$ cat src/rtl/garbage_manager.sv
// Garbage-line bookkeeping between the link and the local playfield:
// converts the opponent's cumulative counter into pending rows, cancels
// them against local attacks, and hands rows to the playfield.
//
//  state  | meaning
//  IDLE   | game not running, all counters held at zero
//  RUN    | normal play: accumulate incoming, cancel/send on locks
//  INSERT | insertion request outstanding, rows/hole held until ready
module garbage_manager #(
  parameter int GBG_BITS       = 4,
  parameter int PEND_BITS      = 5,
  parameter int MAX_PENDING    = 20,
  parameter int MAX_INSERT     = 4,
  parameter int PLAYFIELD_COLS = 10
) (
  input  logic                 clk,
  input  logic                 rst_l,
  input  logic                 game_active,
  input  logic                 piece_locked,
  input  logic [2:0]           lines_cleared,
  input  logic [GBG_BITS-1:0]  opponent_garbage,
  input  logic                 update_opponent_data,
  input  logic                 insert_ready,
  output logic [GBG_BITS-1:0]  garbage,
  output logic [PEND_BITS-1:0] pending_garbage,
  output logic                 insert_valid,
  output logic [2:0]           insert_rows,
  output logic [3:0]           insert_hole
);

  localparam int SUM_W = ((PEND_BITS > GBG_BITS) ? PEND_BITS : GBG_BITS) + 1;

  typedef enum logic [1:0] {IDLE, RUN, INSERT} state_t;

  state_t               state, state_nxt;
  logic [GBG_BITS-1:0]  last_opp, last_opp_nxt, delta, garbage_nxt;
  logic [PEND_BITS-1:0] pending_nxt, pend_in, pend_after;
  logic [SUM_W-1:0]     pend_sum;
  logic [2:0]           attack, cancel, rows_sel, rows_nxt;
  logic [3:0]           lfsr, hole_sel, hole_nxt;
  logic                 valid_nxt;

  // Shared arithmetic: incoming delta with saturation, attack table, cancel.
  always_comb begin
    delta    = opponent_garbage - last_opp;
    pend_sum = SUM_W'(pending_garbage) + SUM_W'(delta);
    pend_in  = pending_garbage;
    if (update_opponent_data) begin
      pend_in = (pend_sum > SUM_W'(MAX_PENDING)) ? PEND_BITS'(MAX_PENDING)
                                                 : pend_sum[PEND_BITS-1:0];
    end
    case (lines_cleared)
      3'd2:    attack = 3'd1;
      3'd3:    attack = 3'd2;
      3'd4:    attack = 3'd4;
      default: attack = 3'd0;
    endcase
    cancel     = (PEND_BITS'(attack) < pend_in) ? attack : pend_in[2:0];
    pend_after = pend_in - PEND_BITS'(cancel);
    rows_sel   = (pend_after > PEND_BITS'(MAX_INSERT)) ? 3'(MAX_INSERT)
                                                       : pend_after[2:0];
    hole_sel   = (lfsr >= 4'(PLAYFIELD_COLS)) ? lfsr - 4'(PLAYFIELD_COLS) : lfsr;
  end

  // Next-state and next-output decode.
  always_comb begin
    state_nxt    = state;
    garbage_nxt  = garbage;
    pending_nxt  = pending_garbage;
    last_opp_nxt = last_opp;
    valid_nxt    = insert_valid;
    rows_nxt     = insert_rows;
    hole_nxt     = insert_hole;
    if (!game_active) begin
      state_nxt    = IDLE;
      garbage_nxt  = '0;
      pending_nxt  = '0;
      last_opp_nxt = '0;
      valid_nxt    = 1'b0;
      rows_nxt     = '0;
      hole_nxt     = '0;
    end else begin
      case (state)
        IDLE: state_nxt = RUN;
        RUN: begin
          if (update_opponent_data) last_opp_nxt = opponent_garbage;
          pending_nxt = pend_in;
          if (piece_locked) begin
            pending_nxt = pend_after;
            garbage_nxt = garbage + GBG_BITS'(attack - cancel);
            if (lines_cleared == 3'd0 && pend_after != '0) begin
              state_nxt = INSERT;
              valid_nxt = 1'b1;
              rows_nxt  = rows_sel;
              hole_nxt  = hole_sel;
            end
          end
        end
        INSERT: begin
          // locks are ignored here; only the handshake decrements pending
          if (update_opponent_data) last_opp_nxt = opponent_garbage;
          pending_nxt = pend_in;
          if (insert_ready) begin
            pending_nxt = pend_in - PEND_BITS'(insert_rows);
            valid_nxt   = 1'b0;
            state_nxt   = RUN;
          end
        end
        default: state_nxt = IDLE;
      endcase
    end
  end

  // Free-running x^4+x^3+1 LFSR for hole selection; never reaches zero.
  always_ff @(posedge clk or negedge rst_l) begin
    if (!rst_l) lfsr <= 4'b0001;
    else        lfsr <= {lfsr[2:0], lfsr[3] ^ lfsr[2]};
  end

  // State and registered outputs.
  always_ff @(posedge clk or negedge rst_l) begin
    if (!rst_l) begin
      state           <= IDLE;
      garbage         <= '0;
      pending_garbage <= '0;
      last_opp        <= '0;
      insert_valid    <= 1'b0;
      insert_rows     <= '0;
      insert_hole     <= '0;
    end else begin
      state           <= state_nxt;
      garbage         <= garbage_nxt;
      pending_garbage <= pending_nxt;
      last_opp        <= last_opp_nxt;
      insert_valid    <= valid_nxt;
      insert_rows     <= rows_nxt;
      insert_hole     <= hole_nxt;
    end
  end

endmodule
$ cat config.mk
export PLATFORM = sky130hd
export DESIGN_NAME = garbage_manager
export DESIGN_NICKNAME = d
export VERILOG_FILES = /design/src/rtl/garbage_manager.sv
export SDC_FILE = /design/constraint.sdc
export NUM_CORES = 1
export LEC_CHECK = 0
export BUFFER_PORTS_ARGS = -buffer_cell sky130_fd_sc_hd__buf_4
export CELL_PAD_IN_SITES_DETAIL_PLACEMENT = 1
export CELL_PAD_IN_SITES_GLOBAL_PLACEMENT = 1
export CORE_ASPECT_RATIO = 1.25
export CORE_UTILIZATION = 38
export CTS_BUF_LIST = sky130_fd_sc_hd__clkbuf_16
export CTS_CLUSTER_DIAMETER = 100
export CTS_CLUSTER_SIZE = 30
export DETAILED_ROUTE_END_ITERATION = 6
export PLACE_DENSITY = 0.75
export SETUP_SLACK_MARGIN = 0.2
export SLEW_MARGIN = 20
export SYNTH_ARGS = -nofsm -noshare
export SYNTH_HDL_FRONTEND = slang
export SYNTH_SLANG_ARGS = --single-unit
$ cat constraint.sdc
create_clock -name clk -period 6 [get_ports clk]
set_input_delay 1.5 -clock clk [delete_from_list [all_inputs] [get_ports clk]]
set_output_delay 1.5 -clock clk [all_outputs]
set_load 0.01 [all_outputs]
Word-level counts from Yosys, hierarchy flattened
Cells that the tools add are included.

word-level totals
  bits in read-only memories = 0
  word-level logic and storage cells = 78
  bits in latches = 0
  output and inout bits = 17
  memories kept = 0
  bits of input ports = 13
  register bits = 27
  RAM bits = 0

cells by class
  muxes and demuxes = 34
  multipliers = 0
  divide/modulo/power cells = 0
  bitwise operators = 1
  add/subtract/negate cells = 7
  shift operators = 0
  eq/ne operators = 14
  magnitude comparators = 4
  reduce and logical (&&, ||, !) cells = 10

operator list
  kind                                                  count
  2-to-1 mux 4 bit                                      11
  2-to-1 mux 5 bit                                      5
  2-to-1 mux 3 bit                                      6
  case mux 5 bit (2 select lines)                       1
  subtractor 5 x 3 -> 5 bit                             2
  != test 3 bit (second input constant)                 3
  case mux 3 bit (3 select lines)                       1
  2-to-1 mux 2 bit                                      4
  != test 2 x 1 -> 1 bit (second input constant)        4
  adder 5 x 4 -> 6 bit                                  1
  equality test 3 x 2 -> 1 bit (second input constant)  2
  > comparator 6 x 5 -> 1 bit (second input constant)   1
  case mux 2 bit (3 select lines)                       1
  AND reduction 3 bit                                   2
  > comparator 5 x 3 -> 1 bit (second input constant)   1
  less-than comparator 3 x 5 -> 1 bit                   1
  nonzero test 5 bit                                    1
  adder 4 bit                                           1
  >= comparator 4 bit (second input constant)           1
  2-to-1 mux 1 bit                                      4
  AND reduction 2 bit                                   2
  AND reduction 4 bit                                   1
  subtractor 3 x 3 -> 4 bit                             1
  subtractor 4 bit                                      1
  other kinds (12)                                      12

Logic depth before layout (Yosys ltp)
  depth in word-level cells = 14
  gate-level depth with buffers = 30
  depth with buffers taken out = 29

Worst setup path after synthesis
No wires, ideal clock.

  path type = input -> register
  from = input opponent_garbage[0]
  to = register state[0]
  cell stages on the path = 27
  buffers on the path = 0
  required time = 5.874 ns
  library setup time = 0.126 ns
  slack = -1.300 ns
  data arrival time = 7.174 ns
  cell sequence = inv_1 -> ha_1 -> fa_1 -> inv_1 -> fa_1 -> a211o_1 -> a31o_1 -> a21oi_1 -> a31o_2 -> inv_2 -> ha_1 -> o21ai_0 -> a21oi_1 -> o32ai_4 -> nor2_1 -> mux2i_1 -> ha_1 -> inv_1 -> ha_1 -> a21oi_1 -> o31ai_4 -> a211oi_1 -> o31ai_4 -> a2111oi_4 -> o31a_4 -> o21ai_0 -> o311a_1

between the ends
  longest elaborated chain between the ends = 12

RTL lines
  element                                 RTL line  text
  start: declaration                      21        input logic [GBG_BITS-1:0] opponent_garbage,
  subtractor 4 bit *                      45        delta = opponent_garbage - last_opp;
  adder 5 x 4 -> 6 bit *                  46        pend_sum = SUM_W'(pending_garbage) + SUM_W'(delta);
  > comparator 6 x 5 -> 1 bit             49        pend_in = (pend_sum > SUM_W'(MAX_PENDING)) ? PEND_BITS'(MAX_PENDING)
  2-to-1 mux 5 bit *                      49
  2-to-1 mux 5 bit *                      48        if (update_opponent_data) begin
  less-than comparator 3 x 5 -> 1 bit     58        cancel = (PEND_BITS'(attack) < pend_in) ? attack : pend_in[2:0];
  2-to-1 mux 3 bit                        58
  subtractor 5 x 3 -> 5 bit *             59        pend_after = pend_in - PEND_BITS'(cancel);
  nonzero test 5 bit *                    91        if (lines_cleared == 3'd0 && pend_after != '0) begin
  logical AND 1 bit *                     91
  != test 3 bit (no source line) *        n/a
  AND reduction 3 bit (no source line) *  n/a
  end signal: assignment                  131       state <= state_nxt;
  end: declaration                        35        state_t state, state_nxt;

Every way passes the cells marked *; elsewhere a longest branch is shown, timed or not.
A chain may end at the register's enable or synchronous reset.

Worst setup path after layout
Ends and elaborated chain as after synthesis.

==> summary.md <==
| Metric | Value |
|---|---|
| Synthesized area | `around 2700 um2` |
| Syn Area/Cell | `about 8.8 um2` |
| RSZ-0062 raised after global routing | `true` |
| Area of the multi-input gates | `approximately 2200 um2` |
| CP Data Arrival Time | `a little under 7 ns` |
| Final ANT Viol Nets | `0` |
| Power Total | `roughly 2800 uW` |
| Tmin final | `6.71 ns` |
| Final worst-path cycle share | `1.12` |
| Die H | `a little under 100 um` |
| 1st-iter DRT viols | `roughly 110` |
| Pre-Repair DR Iteration Count | `4` |
| HPWL after DPL | `~6600 um` |
| P&R area growth vs syn | `46.8%` |
| Startpoint types | `primary input` |
| Vias in the first global route | `between 3000 and 4000` |
| Share of the synthesized area in the top cell type | `0.237` |
| Largest net degree at the start of global routing | `28` |
| Die area | `about 7600 um2` |
| Number of I/O pins | `30` |
| Leakage | `roughly 0.0018 uW` |
| Post-synth top cells | `29 x nand2_1, 28 x ha_1, 27 x inv_1` |
| WL/cell | `between 15 and 20 um` |
| Largest cells by area after synthesis | `dfrtp_1 24%, ha_1 13%, a21oi_1 4.7%` |
| Max Slew Vio Count | `0` |
| First-pass GRT wire length | `about 15000 um` |
| Synth Register Bits | `27` |
| Status | `finished with violations` |
| Number of buffers created by CTS | `3` |
| TritonCTS clock tree | `yes` |
| # H-tree levels | `1` |
| # fillers | `815` |
| Register area share after synthesis | `0.247` |
| Min-delay src | `lfsr[0]` |
| TNS Setup | `-8.16 ns` |
| Gpl congestion | `~0.82` |
| Slew HR | `0.524` |
| Maxcap violations | `0` |
| Top Family by Delay on Critical Path | `compound AO/OA/AOI/OAI gates` |
| CTS clock-pin slew for the worst setup and hold paths | `about 0.07 ns` |
| Required time worst endpoint | `just over 6 ns` |
| Nets | `approximately 460` |
| Count leader, synth | `nand2_1` |
| Origin of the critical flop-to-flop path | `last_opp[0]` |
| Pwr/cell area | `~700 nW/um2` |
| Worst-case clock buffer depth | `2` |
| DRC | `0` |
| Synth unique cells | `70` |
| Worst-path maximum fanout | `5` |
| Clock Sinks | `27` |
| Yosys warnings | `0` |
| Routed wire length | `a little under 10000 um` |
| Fin util | `0.577` |
| Fmax | `149 MHz` |
| Worst setup margin | `-0.709 ns` |
| Antenna cells | `0` |
| Die Wd | `around 80 um` |
| Failing checks | `negative setup slack` |
| Final setup fails | `16` |
| Skew final | `about 0.0057 ns` |
| Worst Setup Path Type | `in -> reg` |
| Mapped Nets | `roughly 360` |
| Crit. End Element | `register` |
| Ys async rst share | `1.00` |
| Total track usage | `0.254` |
| Worst min-delay path category | `reg -> reg` |
| Initial antenna violation count | `0` |
| Synth Instances | `313` |
| Clock Root Buffer | `clkbuf_16` |
| Vias post-DR | `approximately 2800` |
| Final Non-Filler Cells | `501` |
| Hold Violations, Final | `0` |
| Worst slew pin tran | `between 0.7 and 0.8 ns` |
| CP Buf/Inv Count | `8` |
| Placed Cells | `475` |
| Core region area | `roughly 7000 um2` |
| DR vias/cell | `5.60` |
| Gr ovfl total | `0` |
| CP max-delay cell | `fa_2` |
| Yosys top cell by area | `dfrtp_1` |
| Crit-path max cell delay | `roughly 0.52 ns` |
| Starting Density | `0.393` |
| Register area | `~680 um2` |
| Fraction of layout cells with a size suffix above 1 | `0.426` |
| IO Port Bufs | `29` |
| Max VDD drop | `roughly 0.00034 V` |
| Primary FF master, synth | `dfrtp_1` |
| Row cnt | `34` |
| Clk_lat worst skew | `between 0.2 and 0.3 ns` |
| Number of enable flip-flop cells after synthesis | `0` |
| Worst setup startpoint | `opponent_garbage[0]` |
## worst register-to-register path, delay by kind of cell, from the launching register on
kind / cells / cell delay [ns]
buffers and inverters: 6 / 0.57
AOI/OAI and AO/OA: 13 / 2.56
and+or+nand+nor: 3 / 0.32
adders and majority gates: 6 / 1.66
muxes: 1 / 0.17
DFF: 1 / 0.41
## final cells by class
type / count / area share
repair buffers: 104 / 0.203
inverters: 28 / 0.0299
clock buffers: 3 / 0.0187
clock inverters: 1 / 0.00187
multi-input cells: 248 / 0.551
well taps: 90 / 0.0280
flip-flops and latches: 27 / 0.168
## report_power, final
part           switching (uW)  total [uW]  internal (uW)
Sequential               54.0         270            216
Clock                    69.9         161           90.9
Combinational            1200        2380           1180
Total                    1320        2810           1490
## placed cells by master, fill, tap and decap left out, types with 5 or more instances in the layout
cell type / synthesis / final
dfrtp_1: 26 / 26
a21oi_4: 1 / 5
mux2i_1: 6 / 5
nand3_1: 12 / 11
a211oi_1: 11 / 8
a21oi_1: 26 / 19
nor2_1: 22 / 21
o21ai_1: 1 / 5
buf_6: 1 / 6
nor2b_1: 8 / 7
o21ai_0: 17 / 8
buf_4: 1 / 97
xnor2_1: 14 / 13
nand2_1: 29 / 24
ha_1: 28 / 23
o211ai_1: 6 / 6
a21oi_2: 2 / 5
inv_1: 27 / 23
## metrics by stage
step | hold WS, ns | setup slack [ns] | cell area (um2)
after floorplan | 0.374 | -0.694 | 2860
after global placement | 0.394 | -0.800 | 3540
after detailed placement | 0.395 | -1.14 | 3540
after CTS | 0.408 | -0.634 | 3860
after global routing | 0.415 | -0.876 | 4020
final | 0.407 | -0.709 | 4020
## metal layers
| layer | global-route usage | vias up | share of wire |
|---|---|---|---|
| li1 | - | 1332 | - |
| met1 | 0.304 | 1405 | 0.40 |
| met2 | 0.479 | 49 | 0.56 |
| met3 | 0.0198 | 19 | 0.018 |
| met4 | 0.0670 | 0 | 0.022 |
| met5 | 0 | - | 0 |
## final timing paths
check	endpoint	slack [ns]	cells past startpoint
max	state[0]	-0.71	31
min	lfsr[1]	0.41	0
max reg2reg	state[0]	0.21	29
min reg2reg	lfsr[1]	0.41	0
max in group asynchronous	lfsr[0]	4.56	1
min in group asynchronous	state[1]	1.13	1
## sequential cells by signal (all words and copies together), names as in the netlist
name / cells
garbage: 4
last_opp: 4
pending_garbage: 5
insert_rows: 3
insert_valid: 1
state: 2
lfsr: 4
insert_hole: 4
## cell families after synthesis
| kind of cell | share of synthesized area |
|---|---|
| fa+ha+maj | 0.157 |
| xor+xnor | 0.0511 |
| flops | 0.247 |
| mux | 0.0260 |
| simple gates | 0.163 |
| compound gates | 0.299 |
| buf+inv | 0.0571 |
## what timing repair did
item / CTS / global route
gates resized for setup: 24 / 27
setup buffers: 16 / 6
setup endpoints to repair: 18 / 17
pin swaps: 23 / 23
hold buffers: 0 / 0
Note: power is estimated with default switching activity, not from simulation.
